===== src/rtl/mem_arbiter.sv =====
// Memory port arbiter: icache refill vs dcache refill/writeback, one txn at a time.
// Define MEM_ARB_RR_EN for round-robin grant; default is fixed dcache priority.
module mem_arbiter #(
  parameter int ADDR_W = 28,
  parameter int DATA_W = 128
) (
  input  logic                clk,
  input  logic                reset,
  input  logic                ic_req_valid,
  input  logic [ADDR_W-1:0]   ic_req_addr,
  output logic                ic_req_ready,
  output logic                ic_resp_valid,
  output logic [DATA_W-1:0]   ic_resp_data,
  input  logic                dc_req_valid,
  input  logic                dc_req_rw,
  input  logic [ADDR_W-1:0]   dc_req_addr,
  input  logic [DATA_W-1:0]   dc_req_wdata,
  input  logic [DATA_W/8-1:0] dc_req_wmask,
  output logic                dc_req_ready,
  output logic                dc_resp_valid,
  output logic [DATA_W-1:0]   dc_resp_data,
  output logic                mem_req_valid,
  input  logic                mem_req_ready,
  output logic                mem_req_rw,
  output logic [ADDR_W-1:0]   mem_req_addr,
  output logic                mem_req_data_valid,
  input  logic                mem_req_data_ready,
  output logic [DATA_W-1:0]   mem_req_wdata,
  output logic [DATA_W/8-1:0] mem_req_wmask,
  input  logic                mem_resp_valid,
  input  logic [DATA_W-1:0]   mem_resp_data,
  output logic                busy
);

  localparam int MASK_W = DATA_W / 8;

  typedef enum logic [1:0] {
    IDLE,
    CMD,
    WDATA,
    RESP
  } state_t;

  state_t              state;
  logic                own_dc;
  logic                rw_q;
  logic [ADDR_W-1:0]   addr_q;
  logic [DATA_W-1:0]   wdata_q;
  logic [MASK_W-1:0]   wmask_q;
  logic                ic_grant;
  logic                dc_grant;
  logic                can_accept;
  logic                accept;

`ifdef MEM_ARB_RR_EN
  // 1 = dcache won the last grant, 0 = icache
  logic last_grant;
  assign dc_grant = dc_req_valid & (~ic_req_valid | ~last_grant);
`else
  assign dc_grant = dc_req_valid;
`endif
  assign ic_grant = ic_req_valid & ~dc_grant;

  assign can_accept   = (state == IDLE) & ~reset;
  assign ic_req_ready = can_accept & ic_grant;
  assign dc_req_ready = can_accept & dc_grant;
  assign accept       = ic_req_ready | dc_req_ready;

  assign busy               = (state != IDLE);
  assign mem_req_valid      = (state == CMD);
  assign mem_req_data_valid = (state == WDATA);
  assign mem_req_rw         = rw_q;
  assign mem_req_addr       = addr_q;
  assign mem_req_wdata      = wdata_q;
  assign mem_req_wmask      = wmask_q;

  always_ff @(posedge clk or posedge reset) begin
    if (reset) begin
      state         <= IDLE;
      own_dc        <= 1'b0;
      rw_q          <= 1'b0;
      addr_q        <= '0;
      wdata_q       <= '0;
      wmask_q       <= '0;
      ic_resp_valid <= 1'b0;
      ic_resp_data  <= '0;
      dc_resp_valid <= 1'b0;
      dc_resp_data  <= '0;
`ifdef MEM_ARB_RR_EN
      last_grant    <= 1'b0;
`endif
    end else begin
      ic_resp_valid <= 1'b0;
      dc_resp_valid <= 1'b0;
      unique case (state)
        IDLE: begin
          if (accept) begin
            own_dc  <= dc_grant;
            rw_q    <= dc_grant & dc_req_rw;
            addr_q  <= dc_grant ? dc_req_addr : ic_req_addr;
            wdata_q <= dc_grant ? dc_req_wdata : '0;
            wmask_q <= dc_grant ? dc_req_wmask : '0;
`ifdef MEM_ARB_RR_EN
            last_grant <= dc_grant;
`endif
            state   <= CMD;
          end
        end
        CMD: begin
          if (mem_req_ready) begin
            state <= rw_q ? WDATA : RESP;
          end
        end
        WDATA: begin
          // only the dcache ever writes
          if (mem_req_data_ready) begin
            dc_resp_valid <= 1'b1;
            dc_resp_data  <= '0;
            state         <= IDLE;
          end
        end
        RESP: begin
          if (mem_resp_valid) begin
            if (own_dc) begin
              dc_resp_valid <= 1'b1;
              dc_resp_data  <= mem_resp_data;
            end else begin
              ic_resp_valid <= 1'b1;
              ic_resp_data  <= mem_resp_data;
            end
            state <= IDLE;
          end
        end
        default: state <= IDLE;
      endcase
    end
  end

endmodule

===== config.mk =====
export PLATFORM = sky130hd
export DESIGN_NAME = mem_arbiter
export DESIGN_NICKNAME = d
export VERILOG_FILES = /design/src/rtl/mem_arbiter.sv
export SDC_FILE = /design/constraint.sdc
export NUM_CORES = 1
export LEC_CHECK = 0
export BUFFER_PORTS_ARGS = -buffer_cell sky130_fd_sc_hd__buf_4
export CORE_AREA = 4 4 295 297
export DETAILED_ROUTE_END_ITERATION = 7
export DIE_AREA = 0 0 299 301
export SLEW_MARGIN = 20
export SYNTH_ARGS = -nofsm -noshare
export SYNTH_HDL_FRONTEND = slang
export SYNTH_SLANG_ARGS = --single-unit
export TNS_END_PERCENT = 20

===== constraint.sdc =====
create_clock -name clk -period 14.9 [get_ports clk]
set_input_delay 0.745 -clock clk [delete_from_list [all_inputs] [get_ports clk]]
set_output_delay 0.745 -clock clk [all_outputs]
set_load 0.01 [all_outputs]

==> metrics.yaml <==
run_status:
  outcome: "finished, final reports clean"
worst_setup_path:
  cpLargestDelayFamily: "buffers and inverters"
  worst-setup-path-type: "reg -> reg"
  crit_chain: "nor3_1, and2_4, buf_4, buf_4, a22o_1"
  endpoint_kind: "flip-flop"
  timing.critical_path.mode_cell: "buf_4"
  max_stage_delay_ns: 0.76
  worst-endpoint-required_ns: 15.40
  critPathSlowestCell: "buf_4"
  path_max_fanout: 87
  critical_path_arrival_ns: 3.79
  critical_path_buf_inv_count: 2
  start_kind: "flip-flop"
logic_synthesis:
  synth.avg_cell_area_um2: 16.0
  synth_cells: 995
  async_reset_ff_share_pct: 100
  syn_area_um2: 15900
  synth_ff_type: "dfrtp_1"
  ys_seq_elements: 434
  synth_fp_nets: 1331
  synth_area_leaders: "dfrtp_1, a22o_1, mux2_2, buf_2, mux2_4"
  synth_common_cells: "dfrtp_1, a22o_1, mux2_2"
  yosysSeqAreaShare_pct: 68.3
  synth_most_common_cell: "dfrtp_1"
  synth_top_cell_by_area: "dfrtp_1"
  synth.distinct_cells: 24
  synth_top_cell_area_share_pct: 68.3
  synth-edff-count: 0
  yosys_warnings: 0
route:
  wl_per_cell_um: 20.3
  vias_per_cell: 4.08
  drt_pass1_iterations: 4
  vias: 11900
  routed_wl_um: 59500
  drc: 0
  ant_nets: 0
  drt-initial-drc-count: 552
floorplanning:
  die_h_um: 301
  die_area_um2: 90000
  die_w_um: 299
  rows: 107
  start_util_pct: 18.8
  pin_count: 772
  core_area_um2: 84600
clock_tree:
  clockBufferDepth: 3
  cts_root_buf: "clkbuf_16"
  numCtsBuffers: 47
  clock-sinks: 434
  cts_hold_buf: 0
  clock_latency_ns: 0.57
  cts_setup_buffers: 0
  cts_tree: "done"
  htree_levels: 2
  ctsResizeCount: 0
  clk_transition_reported_paths_ns: 0.06
finish:
  fin_cells: 2932
  area_growth_pct: 54.3
  fin_area_um2: 24500
  multiInputGateArea_um2: 4640
  seqCellArea_um2: 10900
  drive_above_1_share_pct: 59.2
  fin_nets: 2084
  final.fill_count: 8589
placement:
  dp_cells: 2843
  hpwl_um: 44800
  portBuffers: 771
  gp_congestion: 0.871
  place_area_um2: 22800
  dp_slack_ns: 11.03
sta:
  setup_tns_ns: 0
  finalHoldViolations: 0
  min_period_ns: 3.29
  setup-violations-final: 0
  post-route-period-util_pct: 22.1
  rsz0062_at_grt: "false"
  max_freq_mhz: 304
  final.setup.worst_slack_ns: 11.61
  report.final.slew_viol_count: 0
  fin_skew_ns: 0.0148
  worst_slew_pin_slew_ns: 1.07
  slew_headroom_pct: 28.7
global_route:
  grt_pass1_vias: 12900
  grt_pass1_wl_um: 85900
  grt_remaining_overflow: 0
  grt.total_usage_pct: 12.4
  antenna_found_initial: 2
  grt_max_degree: 128
power_and_ir_drop:
  ir_worst_vdd_v: 0.0000993
  p_per_area_nw_per_um2: 231
  leakage_uw: 0.0122
run:
  maxCapViolCount: 0
min_path:
  min_path_type: "in -> async"
## flip-flops by register name (all words and copies together), names as in the netlist
name           count
own_dc             1
dc_resp_valid      1
dc_resp_data     128
mem_req_addr      28
mem_req_wdata    128
state              2
mem_req_rw         1
ic_resp_data     128
mem_req_wmask     16
ic_resp_valid      1
## cells in the final DEF (no fill, tap or decap)
master	n
a22o_1	273
clkbuf_8	9
buf_4	784
clkbuf_1	6
inv_8	1
nand2_1	2
nor2b_1	4
bufinv_16	8
inv_1	2
clkinv_8	1
and4_4	1
diode_2	1
and2_4	1
a21oi_4	1
nand3_1	1
or2_2	1
mux2_4	10
nor2_1	1
clkinvlp_4	1
clkinv_2	14
a21o_1	1
nor3_1	1
inv_4	1
o21ai_0	3
a21oi_1	1
o21ai_4	1
inv_6	1
mux2_2	174
dfrtp_1	434
clkbuf_16	48
or2_4	1
## layout make-up
cell class,instances,area share [%]
well taps,1144,5.83
clock buffers,63,5.49
multi-input cells,477,18.9
inverters,4,0.102
repair buffers,784,24.0
diodes,1,0.0102
flip-flops and latches,434,44.3
clock inverters,25,1.40
## metal layers
metal,vias to the layer above,wire [µm],global-route usage (%)
met5,-,13,0
met4,2,2570,5.22
met3,111,5910,4.85
met2,605,29100,20.8
met1,5988,21900,14.1
li1,5243,-,-
## worst paths after layout
check                                             start                            end  slack, ns  cells after the start
max                                state[1]$_DFFE_PP0P_  mem_req_wdata[84]$_DFFE_PP0P_      11.61                      5
min in group clk                       dc_req_wdata[40]  mem_req_wdata[40]$_DFFE_PP0P_       0.39                      2
min reg2reg                dc_resp_data[98]$_DFFE_PP0P_   dc_resp_data[98]$_DFFE_PP0P_       0.50                      1
max reg2reg                        state[1]$_DFFE_PP0P_  mem_req_wdata[84]$_DFFE_PP0P_      11.61                      5
min                                               reset   mem_req_wmask[3]$_DFFE_PP0P_       0.37                      2
max in group asynchronous                         reset   ic_resp_data[29]$_DFFE_PP0P_      11.80                      5
## power breakdown
group          switching (µW)  internal, µW
registers                 380          1770
clock network             485           774
logic                    1020          1240
total                    1890          3780
## cells by family (layout without fill, tap and decap cells)
logic type	after synthesis	count (layout)	synth area share, %
AOI/OAI and AO/OA	280	280	15.3
and+or+nand+nor	13	13	0.464
DFF	434	434	68.3
muxes	184	184	13.3
buffers and inverters	84	876	2.69
other	0	1	0
## per-stage QoR
| step | utilization, % | hold WS (ns) | total power, µW |
|---|---|---|---|
| after floorplan | - | 0.456 | 3060 |
| after global placement | 27.0 | 0.484 | 4440 |
| after detailed placement | 27.0 | 0.483 | 4470 |
| after CTS | 29.0 | 0.325 | 5770 |
| after global routing | 29.0 | 0.343 | 5990 |
| final | 29.0 | 0.375 | 5670 |
## worst reg2reg max path: stages, from the launching register on
cell and delay (ns):
dfrtp_1 0.53, nor3_1 0.63, and2_4 0.42, buf_4 0.48
buf_4 0.81, a22o_1 0.37
Note: power is estimated with default switching activity, not from simulation.
